==> src/rtl/cla_pkg.sv <==
// ---------------------------------------------------------------------------
// cla_pkg
//   Types and constants shared by the serial CLA subtractor.
//   SLICE_W : bits handled per cycle by the lookahead slice
//   state_t : controller states (IDLE, BUSY, DONE)
// ---------------------------------------------------------------------------
package cla_pkg;

    localparam int SLICE_W = 4;

    typedef enum logic [1:0] {
        IDLE = 2'd0,
        BUSY = 2'd1,
        DONE = 2'd2
    } state_t;

endpackage

==> src/rtl/cla_sub_serial_if.sv <==
// ---------------------------------------------------------------------------
// cla_sub_serial_if
//   Operand / result handshake bundle for cla_sub_serial.
//   Operand side : in_valid, in_ready, a, b, bin
//   Result side  : out_valid, out_ready, diff, bout, zero, ovf
//   master : producer/consumer view; slave : subtractor view
// ---------------------------------------------------------------------------
interface cla_sub_serial_if #(
    parameter int WIDTH = 16
);
    logic             in_valid;
    logic             in_ready;
    logic [WIDTH-1:0] a;
    logic [WIDTH-1:0] b;
    logic             bin;
    logic             out_valid;
    logic             out_ready;
    logic [WIDTH-1:0] diff;
    logic             bout;
    logic             zero;
    logic             ovf;

    modport master (
        output in_valid, a, b, bin, out_ready,
        input  in_ready, out_valid, diff, bout, zero, ovf
    );

    modport slave (
        input  in_valid, a, b, bin, out_ready,
        output in_ready, out_valid, diff, bout, zero, ovf
    );

endinterface

==> src/rtl/cla_sub_slice.sv <==
// ---------------------------------------------------------------------------
// cla_sub_slice
//   Combinational 4-bit subtract slice with lookahead borrow.
//   a, b : slice operands      bin  : borrow into bit 0
//   d    : a - b - bin (4 bit) bout : borrow out of bit 3
//   Borrow generate g = ~a & b, propagate p = ~(a ^ b); every internal
//   borrow is a flat sum-of-products of g/p/bin rather than a ripple.
// ---------------------------------------------------------------------------
module cla_sub_slice
    import cla_pkg::*;
(
    input  logic [SLICE_W-1:0] a,
    input  logic [SLICE_W-1:0] b,
    input  logic               bin,
    output logic [SLICE_W-1:0] d,
    output logic               bout
);

    logic [SLICE_W-1:0] p, g;
    logic [SLICE_W:0]   br;

    assign p = ~(a ^ b);
    assign g = ~a & b;

    assign br[0] = bin;
    assign br[1] = g[0] | (p[0] & bin);
    assign br[2] = g[1] | (p[1] & g[0]) | (p[1] & p[0] & bin);
    assign br[3] = g[2] | (p[2] & g[1]) | (p[2] & p[1] & g[0])
                 | (p[2] & p[1] & p[0] & bin);
    assign br[4] = g[3] | (p[3] & g[2]) | (p[3] & p[2] & g[1])
                 | (p[3] & p[2] & p[1] & g[0])
                 | (p[3] & p[2] & p[1] & p[0] & bin);

    assign d    = a ^ b ^ br[SLICE_W-1:0];
    assign bout = br[SLICE_W];

endmodule

==> src/rtl/cla_sub_serial.sv <==
// ---------------------------------------------------------------------------
// cla_sub_serial
//   Multi-cycle subtractor: diff = a - b - bin (mod 2^WIDTH), one 4-bit
//   slice per cycle, LSB slice first; the borrow is carried between slices
//   in a register.
//   clk, rst_n : clock, asynchronous active-low reset
//   bus        : cla_sub_serial_if.slave (operand and result handshakes)
//   Optional   : define SUB_OVF_FLAG_EN to produce the signed overflow flag;
//                otherwise ovf is tied low.
//   Timing     : operands accepted at edge N -> out_valid after edge
//                N+WIDTH/4+1. The extra DONE cycle evaluates the zero flag
//                from the registered diff, so the wide compare never sits
//                behind the slice borrow chain.
// ---------------------------------------------------------------------------
module cla_sub_serial
    import cla_pkg::*;
#(
    parameter int WIDTH = 16
)(
    input  logic             clk,
    input  logic             rst_n,
    cla_sub_serial_if.slave  bus
);

    localparam int                SLICES = WIDTH / SLICE_W;
    localparam int                IDXW   = $clog2(SLICES);
    localparam logic [IDXW-1:0]   LAST   = IDXW'(SLICES - 1);

    state_t             state, state_nxt;
    logic [WIDTH-1:0]   a_q, b_q, diff_q;
    logic [IDXW-1:0]    idx_q;
    logic               br_q, bout_q, zero_q, out_valid_q;

    logic [SLICE_W-1:0] s_a, s_b, s_d;
    logic               s_bout;

    // single slice shared across all cycles, operands muxed by idx
    assign s_a = a_q[idx_q*SLICE_W +: SLICE_W];
    assign s_b = b_q[idx_q*SLICE_W +: SLICE_W];

    cla_sub_slice u_slice (
        .a    (s_a),
        .b    (s_b),
        .bin  (br_q),
        .d    (s_d),
        .bout (s_bout)
    );

    always_ff @(posedge clk or negedge rst_n) begin
        if (!rst_n) state <= IDLE;
        else        state <= state_nxt;
    end

    always_comb begin
        state_nxt = state;
        case (state)
            IDLE:    if (bus.in_valid)                 state_nxt = BUSY;
            BUSY:    if (idx_q == LAST)                state_nxt = DONE;
            DONE:    if (out_valid_q && bus.out_ready) state_nxt = IDLE;
            default:                                   state_nxt = IDLE;
        endcase
    end

    always_ff @(posedge clk or negedge rst_n) begin
        if (!rst_n) begin
            a_q         <= '0;
            b_q         <= '0;
            diff_q      <= '0;
            idx_q       <= '0;
            br_q        <= 1'b0;
            bout_q      <= 1'b0;
            zero_q      <= 1'b0;
            out_valid_q <= 1'b0;
        end else begin
            case (state)
                IDLE: if (bus.in_valid) begin
                    a_q   <= bus.a;
                    b_q   <= bus.b;
                    br_q  <= bus.bin;
                    idx_q <= '0;
                end
                BUSY: begin
                    diff_q[idx_q*SLICE_W +: SLICE_W] <= s_d;
                    br_q  <= s_bout;
                    idx_q <= idx_q + IDXW'(1);
                    if (idx_q == LAST) bout_q <= s_bout;
                end
                DONE: begin
                    // first DONE cycle: full diff is registered, finish flags
                    if (!out_valid_q) begin
                        zero_q      <= (diff_q == '0);
                        out_valid_q <= 1'b1;
                    end else if (bus.out_ready) begin
                        out_valid_q <= 1'b0;
                    end
                end
                default: ;
            endcase
        end
    end

`ifdef SUB_OVF_FLAG_EN
    logic ovf_q;

    // overflow only possible when operand signs differ; captured with bout
    always_ff @(posedge clk or negedge rst_n) begin
        if (!rst_n)
            ovf_q <= 1'b0;
        else if (state == BUSY && idx_q == LAST)
            ovf_q <= (a_q[WIDTH-1] != b_q[WIDTH-1]) && (s_d[SLICE_W-1] != a_q[WIDTH-1]);
    end

    assign bus.ovf = ovf_q;
`else
    assign bus.ovf = 1'b0;
`endif

    assign bus.in_ready  = (state == IDLE);
    assign bus.out_valid = out_valid_q;
    assign bus.diff      = diff_q;
    assign bus.bout      = bout_q;
    assign bus.zero      = zero_q;

endmodule

==> src/flat_wrapper.sv <==
// flat-port wrapper written by rule: the top's interface ports become plain ports
module cla_sub_serial_flat import cla_pkg::*;
#(
    parameter int WIDTH = 16
)
  (clk, rst_n, bus_in_valid, bus_a, bus_b, bus_bin, bus_out_ready, bus_in_ready, bus_out_valid, bus_diff, bus_bout, bus_zero, bus_ovf);
  cla_sub_serial_if #(.WIDTH(WIDTH)) bus_i ();
  input  logic clk;
  input  logic rst_n;
  input wire logic [$bits(bus_i.in_valid)-1:0] bus_in_valid;
  input wire logic [$bits(bus_i.a)-1:0] bus_a;
  input wire logic [$bits(bus_i.b)-1:0] bus_b;
  input wire logic [$bits(bus_i.bin)-1:0] bus_bin;
  input wire logic [$bits(bus_i.out_ready)-1:0] bus_out_ready;
  output wire logic [$bits(bus_i.in_ready)-1:0] bus_in_ready;
  output wire logic [$bits(bus_i.out_valid)-1:0] bus_out_valid;
  output wire logic [$bits(bus_i.diff)-1:0] bus_diff;
  output wire logic [$bits(bus_i.bout)-1:0] bus_bout;
  output wire logic [$bits(bus_i.zero)-1:0] bus_zero;
  output wire logic [$bits(bus_i.ovf)-1:0] bus_ovf;
  assign bus_i.in_valid = bus_in_valid;
  assign bus_i.a = bus_a;
  assign bus_i.b = bus_b;
  assign bus_i.bin = bus_bin;
  assign bus_i.out_ready = bus_out_ready;
  assign bus_in_ready = bus_i.in_ready;
  assign bus_out_valid = bus_i.out_valid;
  assign bus_diff = bus_i.diff;
  assign bus_bout = bus_i.bout;
  assign bus_zero = bus_i.zero;
  assign bus_ovf = bus_i.ovf;
  cla_sub_serial #(.WIDTH(WIDTH)) u_core (.clk(clk), .rst_n(rst_n), .bus(bus_i));
endmodule
==> config.mk <==
export PLATFORM = sky130hd
export DESIGN_NAME = cla_sub_serial_flat
export DESIGN_NICKNAME = d
export VERILOG_FILES = /design/src/rtl/cla_pkg.sv /design/src/rtl/cla_sub_serial_if.sv /design/src/rtl/cla_sub_slice.sv /design/src/rtl/cla_sub_serial.sv /design/src/flat_wrapper.sv
export SDC_FILE = /design/constraint.sdc
export NUM_CORES = 1
export LEC_CHECK = 0
export ABC_AREA = 1
export BUFFER_PORTS_ARGS = -buffer_cell sky130_fd_sc_hd__buf_2
export CORE_MARGIN = 1
export CORE_UTILIZATION = 40
export CTS_CLUSTER_DIAMETER = 200
export DETAILED_ROUTE_END_ITERATION = 12
export SETUP_SLACK_MARGIN = 0.15
export SLEW_MARGIN = 20
export SYNTH_ARGS = -nofsm -noshare
export SYNTH_HDL_FRONTEND = slang
export SYNTH_SLANG_ARGS = --single-unit
==> constraint.sdc <==
create_clock -name clk -period 1.9 [get_ports clk]
set_input_delay 0.57 -clock clk [delete_from_list [all_inputs] [get_ports clk]]
set_output_delay 0.57 -clock clk [all_outputs]
set_load 0.02 [all_outputs]
After elaboration in Yosys (flattened, before gate mapping)
Index checks and enable logic that the tools add are counted.
{"block": "op_classes", "add_sub_neg": 2, "n_eq_ne": 6, "n_shift": 4, "n_mux": 11, "bitwise_logic": 32, "reduce_logical": 9}
{"cell": "negation 4 -> 34 bit", "count": 1}
{"cell": "variable shift 4 x 34 -> 16 bit, first input constant", "count": 1}
{"cell": "indexed part select 4 x 34 -> 16 bit", "count": 1}
{"cell": "indexed part select 16 x 5 -> 4 bit", "count": 2}
{"cell": "AND 1 bit", "count": 16}
{"cell": "bitwise mux 16 bit", "count": 1}
{"cell": "logical NOT 16 bit", "count": 1}
{"cell": "bitwise OR 1 bit", "count": 10}
{"cell": "2-to-1 mux 2 bit", "count": 4}
{"cell": "NOT 4 bit", "count": 2}
{"cell": "AND reduction 2 bit", "count": 4}
{"cell": "bitwise XOR 4 bit", "count": 2}
{"cell": "one-hot mux 2 bit (3 select lines)", "count": 1}
{"cell": "AND 4 bit", "count": 1}
{"cell": "== test 2 bit, second input constant", "count": 2}
{"cell": "!= test 2 x 1 -> 1 bit, second input constant", "count": 2}
{"cell": "one-hot mux 2 bit (2 select lines)", "count": 1}
{"cell": "2-to-1 mux 1 bit", "count": 3}
{"cell": "AND reduction 3 bit", "count": 1}
{"cell": "adder 2 x 1 -> 2 bit, second input constant", "count": 1}
{"cell": "== test 2 x 1 -> 1 bit, second input constant", "count": 1}
{"cell": "logical NOT 2 bit", "count": 1}
{"cell": "!= test 2 bit, second input constant", "count": 1}
{"cell": "one-hot mux 1 bit (2 select lines)", "count": 1}
{"cell": "other kinds (3)", "count": 3}
{"block": "totals", "regBits": 56, "word_cells": 73}

Depth between registers and ports, before layout
{"block": "logic_depth", "depth_word": 10, "mapped_depth": 13}

Cells and area by module
Synthesis repeated with hierarchy kept, for this count alone.
{"block": "unflattened", "hier_cells": 369, "hier_area_um2": 2856.5}
{"mod": "cla_sub_serial", "n_inst": 1, "cells_each": 328, "area_each_um2": 2616.3, "seq_area_each_um2": 1401.3}
{"mod": "cla_sub_slice", "n_inst": 1, "cells_each": 41, "area_each_um2": 240.2, "seq_area_each_um2": 0.0}

Worst setup path after synthesis
OpenSTA, ideal clock, no wires.
{"block": "synth_timing", "path_type": "register -> register", "start": "register u_core.idx_q[0]", "end": "register u_core.diff_q[5] (netlist: u_core.bus.diff[5])", "setup_time_ns": 0.125, "arrival_time_ns": 1.991, "t_required_ns": 1.775, "path_slack_ns": -0.216, "path_stages_with_launch": 10, "cell_sequence": "dfrtp_1 -> inv_1 -> buf_2 -> nand2_1 -> a32o_1 -> fa_1 -> xor2_1 -> nor2_1 -> nand2_1 -> o22ai_1"}
{"block": "synth_between", "elab_chain_len": 10, "word_cells_on_any_way": 26, "classes_between": "add/sub (1); shift (4); mux (1); bitwise (20)"}
{"element": "from (decl)", "line_no": "cla_sub_serial.sv:31", "source": "logic [IDXW-1:0] idx_q;"}
{"element": "from (signal assigned)", "line_no": "cla_sub_serial.sv:85", "source": "idx_q <= idx_q + IDXW'(1);"}
{"element": "indexed part select 16 x 5 -> 4 bit (on tied branches)", "line_no": "cla_sub_serial.sv:38, cla_sub_serial.sv:39"}
{"element": "bitwise XOR 4 bit or NOT 4 bit (tied branches)", "line_no": "cla_sub_slice.sv:22, cla_sub_slice.sv:34, cla_sub_slice.sv:23"}
{"element": "NOT 4 bit or AND 4 bit (tied branches)", "line_no": "cla_sub_slice.sv:22, cla_sub_slice.sv:23"}
{"element": "AND 1 bit (on tied branches)", "line_no": "cla_sub_slice.sv:28, cla_sub_slice.sv:29"}
{"element": "bitwise OR 1 bit, or another cell as far along", "line_no": "cla_sub_slice.sv:28", "source": "assign br[3] = g[2] | (p[2] & g[1]) | (p[2] & p[1] & g[0])"}
{"element": "bitwise OR 1 bit or AND 1 bit (tied branches)", "line_no": "cla_sub_slice.sv:28, cla_sub_slice.sv:29"}
{"element": "bitwise OR 1 bit", "line_no": "cla_sub_slice.sv:29", "source": "| (p[2] & p[1] & p[0] & bin);"}
{"element": "bitwise XOR 4 bit", "line_no": "cla_sub_slice.sv:34", "source": "assign d = a ^ b ^ br[SLICE_W-1:0];"}
{"element": "indexed part select 4 x 34 -> 16 bit", "line_no": "cla_sub_serial.sv:83", "source": "diff_q[idx_q*SLICE_W +: SLICE_W] <= s_d;"}
{"element": "bitwise mux 16 bit *", "line_no": "cla_sub_serial.sv:83"}
{"element": "to (signal assigned)", "line_no": "cla_sub_serial.sv:68", "source": "diff_q <= '0;"}
{"element": "to (signal, indexed assignment)", "line_no": "cla_sub_serial.sv:83"}
{"element": "to (decl)", "line_no": "cla_sub_serial.sv:30", "source": "logic [WIDTH-1:0] a_q, b_q, diff_q;"}
Mark *: on every way between the ends. The rest lies on a longest branch, timed or not.
A chain may end at the register's enable or synchronous reset.

Final worst setup path
{"block": "layout_timing", "start": "register u_core.idx_q[0]", "end": "register u_core.br_q"}
{"block": "layout_between", "elab_chain_len": 9, "word_cells_on_any_way": 18, "classes_between": "shift (2); mux (1); bitwise (15)"}
{"element": "indexed part select 16 x 5 -> 4 bit (on tied branches)", "line_no": "cla_sub_serial.sv:38, cla_sub_serial.sv:39"}
{"element": "bitwise XOR 4 bit or NOT 4 bit (tied branches)", "line_no": "cla_sub_slice.sv:22, cla_sub_slice.sv:23"}
{"element": "NOT 4 bit or AND 4 bit (tied branches)", "line_no": "cla_sub_slice.sv:22, cla_sub_slice.sv:23"}
{"element": "AND 1 bit (on tied branches)", "line_no": "cla_sub_slice.sv:30, cla_sub_slice.sv:31, cla_sub_slice.sv:32"}
{"element": "bitwise OR 1 bit, or another cell as far along (2 in a row)", "line_no": "cla_sub_slice.sv:30", "source": "assign br[4] = g[3] | (p[3] & g[2]) | (p[3] & p[2] & g[1])"}
{"element": "bitwise OR 1 bit or AND 1 bit (tied branches)", "line_no": "cla_sub_slice.sv:31, cla_sub_slice.sv:32"}
{"element": "bitwise OR 1 bit *", "line_no": "cla_sub_slice.sv:32", "source": "| (p[3] & p[2] & p[1] & p[0] & bin);"}
{"element": "one-hot mux 1 bit (2 select lines) *", "line_no": "cla_sub_serial.sv:75", "source": "case (state)"}
{"element": "to (signal assigned)", "line_no": "cla_sub_serial.sv:79", "source": "br_q <= bus.bin;"}
{"element": "to (signal assigned)", "line_no": "cla_sub_serial.sv:84", "source": "br_q <= s_bout;"}
{"element": "to (decl)", "line_no": "cla_sub_serial.sv:32", "source": "logic br_q, bout_q, zero_q, out_valid_q;"}
Marks and branches as above.

==> key figures <==
Yosys
  • Most instantiated flip-flop cell in the synthesis netlist: dfrtp_1
  • Fraction of registers with async set or reset after synthesis: 100%
  • Register bit total from synthesis: 56
  • Sequential-to-total area share from yosys stat: 49.5%
  • Post-synthesis cell count: 343
  • Top area cells in the synthesized netlist: dfrtp_1 49%, nand2_1 20%, ha_1 4.4%
  • Synth Area per Inst: between 8 and 9 µm²
  • Largest family of logic cells by synthesized area: simple AND/OR/NAND/NOR gates
  • Warnings from Yosys: 0
  • Fraction of the mapped netlist area in simple logic gates: 29.0%
  • Multiplexer fraction of the synthesized cell area: 0%
  • Number of flops mapped to enable cells by yosys: 0
  • Number of distinct library cells after synthesis: 31
  • Cell area after technology mapping: 2830 µm²
  • Synth Area in Compound Gates: slightly above 9%
  • Yosys top cell area share: 49.5%
  • Most frequent cells after synthesis: 151 x nand2_1, 56 x dfrtp_1, 24 x inv_1
  • Adder and majority cell fraction of the synthesized area: 5.12%
  • Net count after synthesis: 391
  • Cell accounting for the most synthesized area: dfrtp_1
  • Fraction of synthesized cell area in xor and xnor cells: 0.309%
  • Most common cell in the synthesized netlist: nand2_1

Place
  • HPWL reported at the end of detailed placement: roughly 4500 µm
  • Cell Area, Placed: 3320 µm²
  • Number of buffers added on ports: 56
  • Post-Place Cells: roughly 490
  • Final weighted congestion in routability-driven placement: 0.780
  • Setup WS pre-CTS: -0.0867 ns

Clocking
  • Number of clock buffers inserted by TritonCTS: 5
  • H-tree levels: 2
  • TritonCTS clock tree: yes
  • Root Driver: clkbuf_8
  • Number of buffers added to fix hold violations after cts: 0
  • Clock latency reported for the late side of the worst-skew pair: 0.31 ns
  • Worst-case clock buffer depth: 2
  • Total clock sinks: 56
  • Clock-pin slew on the worst setup and hold paths: 0.11 ns

Drt
  • Total iterations of the first detailed-routing run: 4
  • Wirelength per Cell: 12.8 µm
  • Routed WL: 6560 µm
  • First-iteration detailed-routing DRC count: around 120
  • Number of routed nets with antenna violations: 0
  • DRC violation count after routing: 0
  • Detail-routed via count per cell: roughly 4.8
  • Via count: about 2,400

Layout
  • Nets: 463
  • Fin cells: 512
  • Area added between synthesis and finish: 27.9%
  • Fraction of layout instances using a drive strength above 1: 34.1%
  • Number of antenna diodes: 0
  • Final std cell area, no fill: 3620 µm²

GRT
  • Global router's overall resource usage: 18.9%
  • Wire length of the first global-routing pass: 11,000 µm
  • Largest net degree at the start of global routing: 57
  • Number of antenna violations at the first check in global routing: 0
  • Vias in the first global route: 2,397
  • Overflow left after global routing: 0

STA
  • Slew Limit Fails: 0
  • Worst setup skew after layout: 0.0116 ns
  • Period Utilization, post-route: 104%
  • Min Hold Slack: 0.244 ns
  • Transition time at the pin with the least slew margin: 0.507 ns
  • Maximum achievable frequency: just over 500 MHz
  • Setup slack of the critical path after layout: -0.0831 ns
  • Number of endpoints with negative hold slack in the final report: 0
  • Period minus WS final: between 1.5 and 2 ns
  • Slew Limit Headroom: 66.1%
  • Unrepaired setup endpoints after global routing: true
  • Final setup viols: 15

Critical path
  • CP required: 2.09 ns
  • Critical Path AT: 2.17 ns
  • Critical path start-end classification: reg2reg
  • Slowest stage cell, crit path: dfrtp_2
  • Cell repeated most along the worst path: buf_4
  • Crit-path cells: clkinv_4 > buf_4 > buf_4 > o21ai_0 > o22ai_1 > ha_1 > buf_4 > nand2_2 > nand2_2 > nand2_1 > nand3_1
  • Delay of the slowest cell on the worst path: 0.49 ns
  • Critical path launch point type: register
  • Sort of element at the end of the critical path: register
  • CP max FO: 8

Floorplan
  • Total Die Area: 7420 µm²
  • Row count: 30
  • Core region area: 6830 µm²
  • Initial Utilization: 41.5%
  • Width of the chip: 86.2 µm
  • Top-level I/O count: 58
  • Die boundary height: 86.2 µm

Outcome
  • Run status: finished, violations left
  • Violated checks: negative setup slack

Job
  • Number of max-cap violations: 0

Worst hold path
  • Hold crit path type: in2async

Power
  • P_leak: slightly below 0.002 µW
  • Post-route total power: slightly above 8000 µW
  • Maximum VDD drop: 1030 µV
  • PwrDens: roughly 2200 nW/µm²
[worst max-delay path: cells and delay by family, from the launching register on]
family	cells	cell delay, ns
AO/OA/AOI/OAI	2	0.24
adder cells (fa/ha/maj)	1	0.32
buffers and inverters	4	0.52
flip-flops	1	0.49
AND/OR/NAND/NOR	4	0.29
[flip-flops by register name (all words and copies together), names as in the netlist]
register	count
u_core.bus.bout	1
u_core.bus.out_valid	1
u_core.br_q	1
u_core.state	2
u_core.idx_q	2
u_core.a_q	16
u_core.bus.diff	16
u_core.b_q	16
u_core.bus.zero	1
[worst paths after layout]
check	startpoint	endpoint	slack [ns]	cells after the start
min reg2reg	u_core.bus.zero	u_core.bus.zero	0.48	2
max reg2reg	u_core.idx_q[0]	u_core.br_q	-0.08	11
max	u_core.idx_q[0]	u_core.br_q	-0.08	11
min	rst_n	u_core.bus.diff[2]	0.24	2
min in group clk	bus_a[13]	u_core.a_q[13]	0.45	3
max in group asynchronous	rst_n	u_core.idx_q[0]	1.39	2
[final cells by class]
type	count	area [µm²]
inverter	32	135
timing repair buffer	76	474
clock inverter	2	10.0
tap	96	120
sequential	56	1400
clock buffer	6	82.6
fill	689	3210
multi-input combinational	243	1390
timing repair inverter	1	6.26
[power breakdown]
part	switching [µW]	leakage, µW	internal (µW)	total (µW)
clock network	394	0.0000510	292	686
logic	3060	0.00118	2250	5300
registers	383	0.000715	1710	2090
[routing by layer]
metal  wire [µm]  up-vias  global-route usage [%]
met1        3100     1131                    25.7
met3         278       12                    3.46
met2        3050       56                    30.8
met5           0        -                       0
li1            -     1233                       -
met4         129        0                    5.15
[logic make-up after synthesis]
logic type,count (synthesis)
other,1
adders and majority gates,11
AOI/OAI and AO/OA,38
and+or+nand+nor,192
buffers and inverters,44
xor gates and xnor gates,1
DFF,56
[placed cells by master, fill, tap and decap left out, drive strengths merged, types with 2 or more instances in the layout]
| cell type | n |
|---|---|
| clkbuf | 6 |
| nor4 | 2 |
| o22ai | 12 |
| buf | 76 |
| o21ai | 16 |
| nand4 | 6 |
| nand3 | 8 |
| nand2 | 156 |
| nor2 | 19 |
| a21oi | 4 |
| clkinv | 5 |
| ha | 10 |
| dfrtp | 56 |
| a32o | 4 |
| inv | 30 |
[through the flow]
stage | setup TNS [ns] | utilization, %
global route | -2.25 | 53.0
global placement | -0.0716 | 48.6
finish | -0.745 | 53.0
detailed placement | -0.446 | 48.6
CTS | -0.00705 | 51.5
floorplan | 0 | -
[repair_timing]
action	CTS	global route
pin swaps	2	18
endpoints found under the setup margin	17	18
cloned	1	1
resized for setup	17	27
buffers inserted	5	3
No activity file was read; power rests on OpenSTA's default activity.
